===== config.mk =====
export PLATFORM = sky130hd
export DESIGN_NAME = check
export DESIGN_NICKNAME = d
export VERILOG_FILES = /design/src/rtl/check_pkg.sv /design/src/rtl/check_cmp.sv /design/src/rtl/check.sv
export SDC_FILE = /design/constraint.sdc
export NUM_CORES = 1
export LEC_CHECK = 0
export CAP_MARGIN = 20
export CORE_MARGIN = 1
export CORE_UTILIZATION = 31
export DETAILED_ROUTE_END_ITERATION = 16
export GPL_ROUTABILITY_DRIVEN = 0
export PLACE_DENSITY = 0.52
export SETUP_SLACK_MARGIN = 0.05
export SLEW_MARGIN = 20
export SYNTH_ARGS = -nofsm -noshare
export SYNTH_HDL_FRONTEND = slang
export SYNTH_SLANG_ARGS = --single-unit

===== constraint.sdc =====
create_clock -name clock -period 6.4 [get_ports clock]
set_input_delay 1.28 -clock clock [delete_from_list [all_inputs] [get_ports clock]]
set_output_delay 1.28 -clock clock [all_outputs]
set_load 0.03 [all_outputs]

===== src/rtl/check_pkg.sv =====
// Shared definitions for the check block: command codes, CHECK_FIFO field
// layout, FSM states and result-record packing.
package check_pkg;

    // Widths the datapath is built for; the top refuses any other setting.
    localparam int ADDR_W = 20;
    localparam int DATA_W = 16;
    localparam int STF_W  = 24;
    localparam int ORV_W  = 8;
    localparam int CHF_W  = STF_W + ADDR_W + ORV_W;
    localparam int SCC_W  = 5;

    // stim -> check command codes
    localparam logic [SCC_W-1:0] SC_CMD_IDLE    = 5'b00000;
    localparam logic [SCC_W-1:0] SC_CMD_BITMASK = 5'b00001;

    // CHECK_FIFO entry is {expected, vec_addr, orv}
    localparam int CHF_ORV_LSB  = 0;
    localparam int CHF_ADDR_LSB = CHF_ORV_LSB + ORV_W;
    localparam int CHF_EXP_LSB  = CHF_ADDR_LSB + ADDR_W;

    localparam int REC_WORDS = 4;

    typedef enum logic [1:0] {
        ST_IDLE,
        ST_COMPARE,
        ST_WRITE
    } state_t;

    typedef logic [REC_WORDS-1:0][DATA_W-1:0] record_t;

    // Result record: status/orv word, vector address low half, captured outputs.
    function automatic record_t build_record(
        input logic              fail,
        input logic [ADDR_W-1:0] vec_addr,
        input logic [ORV_W-1:0]  orv,
        input logic [STF_W-1:0]  actual
    );
        record_t rec;
        rec[0] = {fail, 3'b000, vec_addr[19:16], orv};
        rec[1] = vec_addr[15:0];
        rec[2] = {8'h00, actual[23:16]};
        rec[3] = actual[15:0];
        return rec;
    endfunction

endpackage


===== src/rtl/check_cmp.sv =====
// Masked compare of an expected test vector against captured target outputs;
// purely combinational so it can be reused wherever a pass/fail flag is needed.
module check_cmp #(
    parameter int WIDTH = 24
) (
    input  logic [WIDTH-1:0] expected,
    input  logic [WIDTH-1:0] actual,
    input  logic [WIDTH-1:0] mask,
    output logic             fail
);

    logic [WIDTH-1:0] mismatch;

    // NOTE: continuous assignments only, so no latch can be inferred here.
    assign mismatch = (expected ^ actual) & mask;
    assign fail     = |mismatch;

endmodule


===== src/rtl/check.sv =====
// Consumer of CHECK_FIFO/RESULT_FIFO: compares each test under the current
// output mask and writes a 4-word result record through an Avalon-MM master.
module check
    import check_pkg::*;
#(
    parameter int                    ADDR_WIDTH = 20,
    parameter int                    DATA_WIDTH = 16,
    parameter int                    STF_WIDTH  = 24,
    parameter int                    ORV_WIDTH  = 8,
    parameter int                    CHF_WIDTH  = 52,
    parameter int                    SCC_WIDTH  = 5,
    parameter int                    SCD_WIDTH  = 24,
    parameter int                    CNT_WIDTH  = 16,
    parameter logic [ADDR_WIDTH-1:0] RES_BASE   = 20'h80000,
    parameter logic [ADDR_WIDTH-1:0] RES_WORDS  = 20'h40000
) (
    input  logic                  clock,
    input  logic                  reset,
    input  logic [CHF_WIDTH-1:0]  cfifo_data,
    output logic                  cfifo_rdreq,
    input  logic                  cfifo_rdempty,
    input  logic [STF_WIDTH-1:0]  rfifo_data,
    output logic                  rfifo_rdreq,
    input  logic                  rfifo_rdempty,
    input  logic [SCC_WIDTH-1:0]  sc_cmd,
    input  logic [SCD_WIDTH-1:0]  sc_data,
    input  logic                  sc_switching,
    output logic                  sc_ready,
    output logic [ADDR_WIDTH-1:0] mem_address,
    output logic [1:0]            mem_byteenable,
    output logic                  mem_write,
    output logic [DATA_WIDTH-1:0] mem_writedata,
    input  logic                  mem_waitrequest,
    output logic [CNT_WIDTH-1:0]  checked_count,
    output logic [CNT_WIDTH-1:0]  fail_count,
    output logic                  res_wrapped
);

    if (ADDR_WIDTH != ADDR_W || DATA_WIDTH != DATA_W || STF_WIDTH != STF_W ||
        ORV_WIDTH != ORV_W || CHF_WIDTH != CHF_W || SCC_WIDTH != SCC_W ||
        SCD_WIDTH != STF_WIDTH || RES_WORDS == '0 || RES_WORDS[1:0] != 2'b00)
    begin : g_param_check
        $error("check: unsupported width or result-region parameters");
    end

    localparam logic [ADDR_WIDTH-1:0] RES_LAST = ADDR_WIDTH'(RES_BASE + RES_WORDS - 1);

    state_t                state;
    logic [STF_WIDTH-1:0]  mask;
    logic [ADDR_WIDTH-1:0] wr_ptr;
    logic [1:0]            idx;

    logic [STF_WIDTH-1:0]  exp_q;
    logic [STF_WIDTH-1:0]  act_q;
    logic [ADDR_WIDTH-1:0] addr_q;
    logic [ORV_WIDTH-1:0]  orv_q;
    record_t               rec_q;

    logic                  fail;
    logic                  pop;

    // A mask change is only taken once every queued check has been retired.
    assign sc_ready = (state == ST_IDLE) && cfifo_rdempty;

    // Both FIFOs must have an entry; a lone entry waits for its partner.
    assign pop = (state == ST_IDLE) && !cfifo_rdempty && !rfifo_rdempty && !sc_switching;

    assign mem_byteenable = 2'b11;
    assign mem_address    = wr_ptr;
    assign mem_writedata  = rec_q[idx];

    check_cmp #(
        .WIDTH (STF_WIDTH)
    ) u_cmp (
        .expected (exp_q),
        .actual   (act_q),
        .mask     (mask),
        .fail     (fail)
    );

    // NOTE: datapath holding registers are left out of reset; each is written
    // before the FSM ever reads it, so resetting them only costs logic.
    always_ff @(posedge clock) begin
        if (pop) begin
            exp_q  <= cfifo_data[CHF_EXP_LSB  +: STF_WIDTH];
            addr_q <= cfifo_data[CHF_ADDR_LSB +: ADDR_WIDTH];
            orv_q  <= cfifo_data[CHF_ORV_LSB  +: ORV_WIDTH];
            act_q  <= rfifo_data;
        end
        if (state == ST_COMPARE) begin
            rec_q <= build_record(fail, addr_q, orv_q, act_q);
        end
    end

    // NOTE: non-blocking assignments in clocked blocks so every register sees
    // the pre-edge values of the others, independent of statement order.
    always_ff @(posedge clock) begin
        if (reset) begin
            state         <= ST_IDLE;
            mask          <= '1;
            wr_ptr        <= RES_BASE;
            idx           <= '0;
            checked_count <= '0;
            fail_count    <= '0;
            res_wrapped   <= 1'b0;
            cfifo_rdreq   <= 1'b0;
            rfifo_rdreq   <= 1'b0;
            mem_write     <= 1'b0;
        end else begin
            cfifo_rdreq <= 1'b0;
            rfifo_rdreq <= 1'b0;
            case (state)
                ST_IDLE: begin
                    if (sc_ready && sc_cmd == SC_CMD_BITMASK) begin
                        mask <= sc_data;
                    end else if (pop) begin
                        cfifo_rdreq <= 1'b1;
                        rfifo_rdreq <= 1'b1;
                        state       <= ST_COMPARE;
                    end
                end
                ST_COMPARE: begin
                    if (checked_count != '1) begin
                        checked_count <= checked_count + 1'b1;
                    end
                    if (fail && fail_count != '1) begin
                        fail_count <= fail_count + 1'b1;
                    end
                    idx       <= '0;
                    mem_write <= 1'b1;
                    state     <= ST_WRITE;
                end
                ST_WRITE: begin
                    if (!mem_waitrequest) begin
                        if (wr_ptr == RES_LAST) begin
                            wr_ptr      <= RES_BASE;
                            res_wrapped <= 1'b1;
                        end else begin
                            wr_ptr <= wr_ptr + 1'b1;
                        end
                        idx <= idx + 1'b1;
                        if (idx == 2'd3) begin
                            mem_write <= 1'b0;
                            state     <= ST_IDLE;
                        end
                    end
                end
                default: begin
                    state <= ST_IDLE;
                end
            endcase
        end
    end

endmodule


==> impl_metrics.py <==
metrics = {
    "floorplan": {
        "dieArea_um2": 27200,
        "die_h_um": 165,
        "rows": 59,
        "initial_utilization_pct": 31.6,
        "coreArea_um2": 26100,
        "ios": 186,
        "chipWidth_um": 165,
    },
    "timing": {
        "grt_setup_unrepaired": "no",
        "fin_ws_ns": 2.25,
        "finalHoldViolations": 0,
        "slew_headroom_pct": 32.0,
        "finalSetupViolations": 0,
        "fmaxAchievable_mhz": 241,
        "skew_ns": 0.0103,
        "min_period_over_period_pct": 64.8,
        "min_period_ns": 4.15,
        "timing.hold.ws_ns": 0.416,
        "slew_viol_final": 0,
        "worstMarginPinSlew_ns": 1.02,
        "fin_tns_setup_ns": 0,
    },
    "cts": {
        "clk_pin_slew_ns": 0.06,
        "cts_buffers": 24,
        "cts_setup_buffers": 0,
        "cts-root-buf": "clkbuf_16",
        "cts_buffer_depth": 3,
        "cts_tree": "built",
        "cts_hold_buf": 0,
        "clkSinkCount": 212,
        "ctsHtreeMaxLevel": 1,
        "cts_resized": 0,
        "worstSkewPairLatency_ns": 0.52,
    },
    "placement": {
        "preCtsSetupSlack_ns": 2.28,
        "place_inst": 1116,
        "place_area_um2": 10400,
        "hpwl_um": 13200,
        "numPortBuffers": 183,
    },
    "route": {
        "dr.pass1.iters": 5,
        "vias": 5505,
        "drt_first_iter_violations": 325,
        "route.detailed.drc": 0,
        "via_per_inst": 4.75,
        "totalWireLength_um": 19000,
        "wl_per_cell_um": 16.4,
        "antenna_left": 0,
    },
    "power_and_ir_drop": {
        "p_total_mw": 2.99,
        "powerDensity_nw_per_um2": 267,
        "pwr-share-comb_pct": 4.7,
        "p_switching_uw": 604,
        "power.internal_mw": 2.39,
        "clock_power_share_pct": 45.7,
        "p_sw_share_pct": 20.2,
        "ir_worst_vdd_mv": 0.188,
        "seqPwrFrac_pct": 49.6,
        "leakage_nw": 3.70,
    },
    "layout": {
        "stdcell_count": 1160,
        "areaGrowthSynthToFinish_pct": 36.0,
        "utilization_pct": 43.0,
        "finalInstanceArea_um2": 11200,
        "diodes": 0,
        "final_nets": 922,
        "drive_gt1_share_pct": 9.33,
    },
    "logic_synthesis": {
        "synth_area_um2": 8240,
        "synth-edff-count": 129,
        "netlist_instances": 619,
        "yosysMostFrequentCell": "edfxtp_1",
        "yosys.area.top_type": "edfxtp_1",
        "ys_ff_latch": 212,
        "ys_types": 49,
        "synthFlopType": "edfxtp_1",
        "seq_area_frac_synth_pct": 67.1,
        "async_flop_share_pct": 0,
        "yosys-top-cells-area": "edfxtp_1 (47%), dfxtp_1 (20%), xor2_1 (4.4%)",
        "synth_common_cells": "edfxtp_1 (129), dfxtp_1 (83), nor2_1 (61), xor2_1 (41), nor2b_1 (35)",
        "avgSynthCellArea_um2": 13.3,
        "synth_top_area_share_pct": 47.0,
        "ys_warn_count": 0,
    },
    "worst_hold_path": {
        "hold_path.class": "reg -> reg",
    },
    "setup_path": {
        "arrival_ns": 2.87,
        "worstSetupStartpointType": "input pin",
        "cp_max_fo": 4,
        "worst-setup-path-type": "in -> out",
        "worstPathRequired_ns": 5.12,
        "end_kind": "output port",
    },
    "job": {
        "drv_cap": 0,
    },
    "status": {
        "status": "finished, final reports clean",
    },
    "grt": {
        "grt_overflow_total": 0,
        "grt_pass1_vias": 5544,
        "grtUsageTotal_pct": 14.0,
        "grt_pass1_wl_um": 29500,
        "antenna_found_initial": 4,
        "grt_max_degree": 77,
    },
}
-- final cells by class --
| type | count | area, µm² |
|---|---|---|
| Multi-Input combinational cell | 375 | 2570 |
| Inverter | 6 | 22.5 |
| Clock inverter | 12 | 145 |
| Tap cell | 335 | 419 |
| Timing Repair Buffer | 188 | 1860 |
| Sequential cell | 212 | 5540 |
| Fill cell | 2399 | 14800 |
| Clock buffer | 32 | 651 |
-- state kept, by name (all words and copies together), names as in the netlist --
signal	cells
checked_count	16
mem_write	1
state	2
addr_q	20
mem_address	20
exp_q	24
mask	24
act_q	24
rfifo_rdreq	1
orv_q	8
rec_q	53
idx	2
fail_count	16
res_wrapped	1
-- path summary, 6_finish.rpt --
kind	startpoint	cells after the start	to	slack, ns
setup / recovery	cfifo_rdempty	3	sc_ready	2.25
hold / removal	addr_q[9]$_DFFE_PP_	0	rec_q[25]$_DFFE_PP_	0.42
setup reg to reg	state[0]$_SDFFE_PP0P_	6	fail_count[5]$_SDFFE_PP0P_	3.75
hold reg to reg	addr_q[9]$_DFFE_PP_	0	rec_q[25]$_DFFE_PP_	0.42
-- worst max-delay path, cell delays in order --
cell and delay, ns:
clkdlybuf4s50_1 0.58, nor3b_1 0.29, clkdlybuf4s50_1 0.72
-- metal layers --
layer | GRT usage [%] | part of all wire, %
met1 | 18.1 | 43
met2 | 22.9 | 46
met5 | 0 | 0.22
met3 | 3.65 | 7.4
met4 | 4.34 | 2.7
-- power by group through the flow --
stage,clock [mW],combinational (mW),sequential [mW]
3_3_place_gp,0,0.141,1.51
5_1_grt,1.46,0.153,1.49
6_report,1.37,0.141,1.48
3_5_place_dp,0,0.143,1.51
2_1_floorplan,0,0.0485,1.51
4_1_cts,1.42,0.144,1.48
-- kinds of logic (layout without fill, tap and decap cells) --
| logic type | count (synthesis) | count (layout) | share of synthesized area (%) |
|---|---|---|---|
| simple gates | 220 | 220 | 14.3 |
| flops | 212 | 212 | 67.1 |
| compound gates | 71 | 71 | 6.04 |
| xor+xnor | 53 | 53 | 5.63 |
| buf+inv | 33 | 238 | 1.81 |
| mux | 25 | 25 | 4.39 |
| fa+ha+maj | 4 | 4 | 0.607 |
| other cells | 1 | 2 | 0.0455 |
-- layout by cell type (no fill, tap or decap), types with 13 or more instances in the layout --
master	n
clkdlybuf4s50_1	182
a21oi_1	15
o21ai_0	13
nor2b_1	35
nand2_1	25
nand3_1	28
nor3_1	13
nand4_1	14
edfxtp_1	129
dfxtp_1	82
a211o_1	24
xor2_1	41
clkbuf_16	24
nor2_1	60
Note: power is estimated with default switching activity, not from simulation.
